File: src/rtl/region_restore_if.sv
// Handshake, RAM read port and VGA plot port of the region restore engine,
// bundled so the game FSM / RAM / VGA side and the engine connect as one unit.
interface region_restore_if #(
  parameter int X_W      = 8,
  parameter int Y_W      = 7,
  parameter int COLOUR_W = 9,
  parameter int ADDR_W   = 15
);
  logic                start;
  logic                mode;
  logic [X_W-1:0]      x0;
  logic [Y_W-1:0]      y0;
  logic [X_W-1:0]      w;
  logic [Y_W-1:0]      h;
  logic [COLOUR_W-1:0] fill_colour;
  logic [COLOUR_W-1:0] rd_data;
  logic [ADDR_W-1:0]   rd_addr;
  logic [X_W-1:0]      x;
  logic [Y_W-1:0]      y;
  logic [COLOUR_W-1:0] colour;
  logic                plot;
  logic                busy;
  logic                done;

  // master: requester plus background RAM; slave: the engine
  modport master (
    output start, mode, x0, y0, w, h, fill_colour, rd_data,
    input  rd_addr, x, y, colour, plot, busy, done
  );

  modport slave (
    input  start, mode, x0, y0, w, h, fill_colour, rd_data,
    output rd_addr, x, y, colour, plot, busy, done
  );
endinterface

File: src/rtl/region_restore_engine.sv
// Raster-scans a runtime rectangle, plotting either background-RAM pixels (COPY)
// or a constant colour (FILL), clipping to the screen; busy/done handshake.
module region_restore_engine #(
  parameter int SCREEN_W = 160,
  parameter int SCREEN_H = 120,
  parameter int X_W      = 8,
  parameter int Y_W      = 7,
  parameter int COLOUR_W = 9,
  parameter int ADDR_W   = 15,
  parameter int RD_LAT   = 1
) (
  input logic             clk,
  input logic             rst,
  region_restore_if.slave rr
);
  localparam int CX_W   = X_W + 1;
  localparam int CY_W   = Y_W + 1;
  localparam int META_W = X_W + Y_W + 2;
  localparam int VLD_B  = META_W - 1;
  localparam int INB_B  = META_W - 2;

  typedef enum logic [1:0] {IDLE, SCAN, DRAIN, DONE} state_t;

  state_t              state_q;
  logic                mode_q;
  logic [COLOUR_W-1:0] fill_q;
  logic [CX_W-1:0]     x0_q;
  logic [CX_W-1:0]     x_last_q;
  logic [CX_W-1:0]     cx_q;
  logic [CY_W-1:0]     y_last_q;
  logic [CY_W-1:0]     cy_q;
  logic [ADDR_W-1:0]   rd_addr_q;
  logic [ADDR_W-1:0]   rd_addr_d;
  logic                busy_q;
  logic                done_q;
  logic                inb_d;
  logic                dl_busy;
  logic [META_W-1:0]   dl_d;
  logic [RD_LAT:0][META_W-1:0] dl_q;
  logic [RD_LAT:0]     stage_vld;
  logic [X_W-1:0]      x_q;
  logic [Y_W-1:0]      y_q;
  logic [COLOUR_W-1:0] colour_q;
  logic                plot_q;

  always_comb begin
    rd_addr_d = ADDR_W'(32'(cy_q) * 32'(SCREEN_W) + 32'(cx_q));
    inb_d     = (32'(cx_q) < 32'(SCREEN_W)) && (32'(cy_q) < 32'(SCREEN_H));
    dl_d      = {state_q == SCAN, inb_d, cx_q[X_W-1:0], cy_q[Y_W-1:0]};
  end

  genvar gi;
  generate
    for (gi = 0; gi <= RD_LAT; gi++) begin : g_vld
      assign stage_vld[gi] = dl_q[gi][VLD_B];
    end
  endgenerate

  assign dl_busy = |stage_vld;

  always_ff @(posedge clk or posedge rst) begin
    if (rst) begin
      state_q   <= IDLE;
      mode_q    <= 1'b0;
      fill_q    <= '0;
      x0_q      <= '0;
      x_last_q  <= '0;
      y_last_q  <= '0;
      cx_q      <= '0;
      cy_q      <= '0;
      rd_addr_q <= '0;
      busy_q    <= 1'b0;
      done_q    <= 1'b0;
    end else begin
      done_q <= 1'b0;
      case (state_q)
        IDLE: begin
          if (rr.start) begin
            mode_q   <= rr.mode;
            fill_q   <= rr.fill_colour;
            x0_q     <= {1'b0, rr.x0};
            cx_q     <= {1'b0, rr.x0};
            cy_q     <= {1'b0, rr.y0};
            x_last_q <= {1'b0, rr.x0} + {1'b0, rr.w} - CX_W'(1);
            y_last_q <= {1'b0, rr.y0} + {1'b0, rr.h} - CY_W'(1);
            if (rr.w == '0 || rr.h == '0) begin
              state_q <= DONE;
              done_q  <= 1'b1;
            end else begin
              state_q <= SCAN;
              busy_q  <= 1'b1;
            end
          end
        end
        SCAN: begin
          // clipped pixels still take their cycle so timing depends only on w*h
          rd_addr_q <= rd_addr_d;
          if (cx_q == x_last_q) begin
            cx_q <= x0_q;
            if (cy_q == y_last_q) begin
              state_q <= DRAIN;
            end else begin
              cy_q <= cy_q + CY_W'(1);
            end
          end else begin
            cx_q <= cx_q + CX_W'(1);
          end
        end
        DRAIN: begin
          // last entry leaves the delay line in the same cycle it reaches the plot register
          if (!dl_busy) begin
            state_q <= DONE;
            busy_q  <= 1'b0;
            done_q  <= 1'b1;
          end
        end
        DONE: begin
          state_q <= IDLE;
        end
        default: begin
          state_q <= IDLE;
        end
      endcase
    end
  end

  // entry 0 rides alongside rd_addr; entries 1..RD_LAT cover the RAM latency
  always_ff @(posedge clk or posedge rst) begin
    if (rst) begin
      dl_q <= '0;
    end else begin
      dl_q[0] <= dl_d;
      for (int i = 1; i <= RD_LAT; i++) begin
        dl_q[i] <= dl_q[i-1];
      end
    end
  end

  always_ff @(posedge clk or posedge rst) begin
    if (rst) begin
      x_q      <= '0;
      y_q      <= '0;
      colour_q <= '0;
      plot_q   <= 1'b0;
    end else begin
      plot_q <= 1'b0;
      if (dl_q[RD_LAT][VLD_B]) begin
        x_q      <= dl_q[RD_LAT][X_W+Y_W-1:Y_W];
        y_q      <= dl_q[RD_LAT][Y_W-1:0];
        colour_q <= mode_q ? fill_q : rr.rd_data;
        plot_q   <= dl_q[RD_LAT][INB_B];
      end
    end
  end

  assign rr.rd_addr = rd_addr_q;
  assign rr.x       = x_q;
  assign rr.y       = y_q;
  assign rr.colour  = colour_q;
  assign rr.plot    = plot_q;
  assign rr.busy    = busy_q;
  assign rr.done    = done_q;
endmodule

File: src/flat_wrapper.sv
// flat-port wrapper written by rule: the top's interface ports become plain ports
module region_restore_engine_flat 
#(
  parameter int SCREEN_W = 160,
  parameter int SCREEN_H = 120,
  parameter int X_W      = 8,
  parameter int Y_W      = 7,
  parameter int COLOUR_W = 9,
  parameter int ADDR_W   = 15,
  parameter int RD_LAT   = 1
)
  (clk, rst, rr_start, rr_mode, rr_x0, rr_y0, rr_w, rr_h, rr_fill_colour, rr_rd_data, rr_rd_addr, rr_x, rr_y, rr_colour, rr_plot, rr_busy, rr_done);
  region_restore_if #(.X_W(X_W), .Y_W(Y_W), .COLOUR_W(COLOUR_W), .ADDR_W(ADDR_W)) rr_i ();
  input logic clk;
  input logic rst;
  input wire logic [$bits(rr_i.start)-1:0] rr_start;
  input wire logic [$bits(rr_i.mode)-1:0] rr_mode;
  input wire logic [$bits(rr_i.x0)-1:0] rr_x0;
  input wire logic [$bits(rr_i.y0)-1:0] rr_y0;
  input wire logic [$bits(rr_i.w)-1:0] rr_w;
  input wire logic [$bits(rr_i.h)-1:0] rr_h;
  input wire logic [$bits(rr_i.fill_colour)-1:0] rr_fill_colour;
  input wire logic [$bits(rr_i.rd_data)-1:0] rr_rd_data;
  output wire logic [$bits(rr_i.rd_addr)-1:0] rr_rd_addr;
  output wire logic [$bits(rr_i.x)-1:0] rr_x;
  output wire logic [$bits(rr_i.y)-1:0] rr_y;
  output wire logic [$bits(rr_i.colour)-1:0] rr_colour;
  output wire logic [$bits(rr_i.plot)-1:0] rr_plot;
  output wire logic [$bits(rr_i.busy)-1:0] rr_busy;
  output wire logic [$bits(rr_i.done)-1:0] rr_done;
  assign rr_i.start = rr_start;
  assign rr_i.mode = rr_mode;
  assign rr_i.x0 = rr_x0;
  assign rr_i.y0 = rr_y0;
  assign rr_i.w = rr_w;
  assign rr_i.h = rr_h;
  assign rr_i.fill_colour = rr_fill_colour;
  assign rr_i.rd_data = rr_rd_data;
  assign rr_rd_addr = rr_i.rd_addr;
  assign rr_x = rr_i.x;
  assign rr_y = rr_i.y;
  assign rr_colour = rr_i.colour;
  assign rr_plot = rr_i.plot;
  assign rr_busy = rr_i.busy;
  assign rr_done = rr_i.done;
  region_restore_engine #(.SCREEN_W(SCREEN_W), .SCREEN_H(SCREEN_H), .X_W(X_W), .Y_W(Y_W), .COLOUR_W(COLOUR_W), .ADDR_W(ADDR_W), .RD_LAT(RD_LAT)) u_core (.clk(clk), .rst(rst), .rr(rr_i));
endmodule
File: config.mk
export PLATFORM = sky130hd
export DESIGN_NAME = region_restore_engine_flat
export DESIGN_NICKNAME = d
export VERILOG_FILES = /design/src/rtl/region_restore_if.sv /design/src/rtl/region_restore_engine.sv /design/src/flat_wrapper.sv
export SDC_FILE = /design/constraint.sdc
export NUM_CORES = 1
export LEC_CHECK = 0
export CORE_UTILIZATION = 35
export CTS_BUF_LIST = sky130_fd_sc_hd__clkbuf_8
export DETAILED_ROUTE_END_ITERATION = 8
export PLACE_DENSITY = 0.6
export SYNTH_ARGS = -nofsm -noshare
export SYNTH_HDL_FRONTEND = slang
export SYNTH_SLANG_ARGS = --single-unit
File: constraint.sdc
create_clock -name clk -period 4.45 [get_ports clk]
set_input_delay 0.89 -clock clk [delete_from_list [all_inputs] [get_ports clk]]
set_output_delay 0.89 -clock clk [all_outputs]
set_load 0.05 [all_outputs]
==> out/summary.log <==
[clock_network] # resized after CTS 0
[global_route] global-route wire length before repair 24200 µm
[power_and_ir_drop] worst vdd rail ir drop 0.000277 V
[synth] commonest cells in the netlist 130 x sky130_fd_sc_hd__dfrtp_1, 79 x sky130_fd_sc_hd__inv_1, 49 x sky130_fd_sc_hd__ha_1
[drt] Met1 Routed Length 6990 µm
[clock_network] sink count of the clock tree 130
[drt] post-DR vias/cell 4.87
[synth] Netlist cell types 54
[timing] final worst-path setup slack 1.48 ns
[drt] violation count after the first detailed-route iteration 225
[final_layout] post-layout net count 843
[final_layout] layout cell share with drive strength beyond 1 9.99%
[clock_network] H-tree depth 4
[synth] post-synth top area share 48.6%
[drt] met2 routed WL 6320 µm
[drt] highest metal layer with signal wires met4
[place] area after detailed placement 7870 µm²
[critical_path] maximum fanout along the worst path 2
[timing] RSZ-0062 raised after global routing false
[floorplan] Core Rows 50
[drt] total length of routed wires 14200 µm
[critical_path] data required time of the worst path 4.80 ns
[critical_path] highest cell delay on the worst timing path 0.45 ns
[timing] tightest slew margin relative to the limit 26.5%
[floorplan] die outline area 19700 µm²
[power_and_ir_drop] power per standard cell area 769 nW/µm²
[critical_path] element type at the critical path start primary input
[place] pre-CTS worst setup slack 1.05 ns
[clock_network] Max Buffers Root-to-Sink 2
[clock_network] Post-CTS Repair Setup Buffers 0
[global_route] number of global-route vias before repair 4885
[final_layout] post-layout instance area 8280 µm²
[synth] library cell occupying the most area in the post-synthesis netlist sky130_fd_sc_hd__dfrtp_1
[critical_path] classification of the worst setup path in2reg
[synth] synthesized instance count 646
[critical_path] most used cell, CP sky130_fd_sc_hd__inv_1
[clock_network] cell at the root of the clock tree sky130_fd_sc_hd__clkbuf_8
[critical_path] Worst path slowest cell sky130_fd_sc_hd__clkdlybuf4s50_1
[clock_network] Hold Buf Count CTS 0
[drt] drt wl/cell 14.4 µm
[timing] fraction of the cycle the final worst path needs 66.8%
[power_and_ir_drop] Leakage 3.84 nW
[floorplan] die height 140 µm
[timing] largest clock skew in the final design 0.00809 ns
[timing] Final Critical Period 2.97 ns
[synth] post-synthesis instance area 6690 µm²
[timing] transition time at the pin with the least slew margin 1.10 ns
[final_layout] final antenna diode count 0
[place] quantity of I/O buffers inserted on ports 93
[clock_network] clock-pin transition on the worst setup and hold timing paths 0.07 ns
[global_route] maximum number of pins on one net before global-route repair 91
[drt] detailed-route DRC error count 0
[timing] final-report max-slew violation count 0
[synth] EDFF count, synth 0
[synth] Post-synth ARST share 100%
[critical_path] worst path bufs/invs 4
[outcome] run status complete, no violations
[drt] Antenna Nets Post-Route 0
[synth] most common cell in the synthesized netlist sky130_fd_sc_hd__dfrtp_1
[global_route] initial antenna violation count 0
[synth] flops & latches, synth 130
[critical_path] Worst EP arrival 3.32 ns
[synth] count of warnings emitted by yosys 0
[clock_network] CTS tree yes
[place] final weighted congestion in routability-driven placement 0.806
[drt] DR WL met3 647 µm
[timing] FMAX 336 MHz
[synth] Post-Syn Nets 751
[critical_path] gate family responsible for the most delay along the worst path adder cells
[drt] number of detailed-routing iterations run before antenna repair 4
[timing] Final Setup Violations 0
[run] count of maximum capacitance violations 0
[place] Final HPWL DP 10300 µm
[floorplan] Chip Width 140 µm
[critical_path] endpoint kind of the worst setup timing path register
[synth] synthesized area per cell 10.4 µm²
[clock_network] Skew-Pair Late Insertion Delay 0.44 ns
[timing] hold violation total from the final report 0
[timing] setup TNS 0 ns
[synth] sequential-to-total area share from yosys stat 48.6%
[hold_path] class of the tightest hold or removal check reg2reg
[synth] leading register cell type out of synthesis sky130_fd_sc_hd__dfrtp_1
[synth] Synth area leaders sky130_fd_sc_hd__dfrtp_1 49%, sky130_fd_sc_hd__ha_1 9.2%, sky130_fd_sc_hd__mux2_2 6.2%, sky130_fd_sc_hd__inv_1 4.4%, sky130_fd_sc_hd__o21ai_0 3.4%
[floorplan] number of primary I/O pins 94
[floorplan] Floorplan Core Area 18700 µm²
[final_layout] growth of design area from synthesis to finish 23.6%
[critical_path] crit-path cells clkdlybuf4s50_1 > inv_1 > ha_1 > inv_1 > ha_1 > inv_1 > fa_1 > nor2b_1 > o21ai_0 > a21oi_1 > o21ai_0 > and3_1 > o31ai_1
[timing] worst hold-check slack 0.350 ns
[drt] total vias in the final route 4801
[global_route] Overall Global Routing Usage 15.5%
[global_route] global route overflow 0
[floorplan] starting density of the core 35.8%
[power_and_ir_drop] Final Power 6.36 mW
[clock_network] CTS buffer count 17
## final cells by class
type	instances	area, µm²
Clock inverter	11	121
Inverter	80	303
Timing Repair Buffer	98	981
Clock buffer	21	289
Sequential cell	130	3250
Tap cell	234	293
Multi-Input combinational cell	411	3040
Fill cell	1790	10400
## logic make-up (layout without fill, tap and decap cells)
| group | Yosys count | in the layout | synth area share [%] |
|---|---|---|---|
| xor+xnor | 41 | 41 | 5.37 |
| fa+ha+maj | 53 | 53 | 10.4 |
| buf+inv | 105 | 210 | 6.08 |
| flops | 130 | 130 | 48.6 |
| simple gates | 138 | 138 | 9.93 |
| compound gates | 127 | 127 | 11.2 |
| mux | 52 | 52 | 8.47 |
## state kept, by name, indices dropped and copies added, names as in the netlist, 2 cells and up
signal,cells
u_core.fill_q,9
u_core.cy_q,8
u_core.cx_q,9
u_core.rr.colour,9
u_core.rr.rd_addr,15
u_core.state_q,2
u_core.x_last_q,9
u_core.rr.x,8
u_core.rr.y,7
u_core.x0_q,8
u_core.y_last_q,8
u_core.dl_q,34
## where the power goes
part	leakage [nW]	internal (mW)	total, mW	switching (mW)
clock network	0.235	0.599	1.03	0.426
logic	2.04	1.33	3.19	1.87
registers	1.57	1.72	2.15	0.424
total	3.84	3.65	6.36	2.72
## metrics by stage
| step | std cells | util, % |
|---|---|---|
| 4_1_cts | 985 | 44.2 |
| 3_3_place_gp | 953 | 42.0 |
| 2_1_floorplan | 646 | - |
| 5_1_grt | 985 | 44.2 |
| 6_report | 985 | 44.2 |
| 3_5_place_dp | 953 | 42.0 |
## metal layers
layer	vias to the layer above	GRT usage [%]
met2	124	24.1
li1	2372	-
met5	-	0
met1	2283	20.9
met3	22	3.59
met4	0	6.07
## worst register-to-register path: cells and delay by family (launching register included)
kind | cells | cell delay (ns)
xor+xnor | 2 | 0.44
simple gates | 2 | 0.29
flops | 1 | 0.56
fa+ha+maj | 3 | 0.95
compound gates | 2 | 0.38
## path summary, 6_finish.rpt
kind	depth (start not counted)	slack [ns]	endpoint	start
max	13	1.48	u_core.y_last_q[7]	rr_y0[1]
min	0	0.35	u_core.dl_q[27]	u_core.dl_q[10]
min in group asynchronous	2	1.10	u_core.rr.colour[7]	rst
max reg2reg	9	1.70	u_core.rr.rd_addr[14]	u_core.cy_q[3]
min reg2reg	0	0.35	u_core.dl_q[27]	u_core.dl_q[10]
max in group asynchronous	3	2.56	u_core.x_last_q[3]	rst
## placed cells by master (no fill, tap or decap), drive strengths merged, types with 4 or more instances in the layout
cell type	instances
a21oi	42
and3	5
buf	5
clkbuf	21
clkdlybuf4s50	93
dfrtp	130
fa	4
ha	49
inv	87
mux2	37
mux2i	15
nand2	47
nand3	11
nand4	4
nor2	36
nor3	10
nor4	6
o21ai	47
o21bai	4
o31ai	7
xnor2	19
xor2	22
No activity file was read; power rests on OpenSTA's default activity.
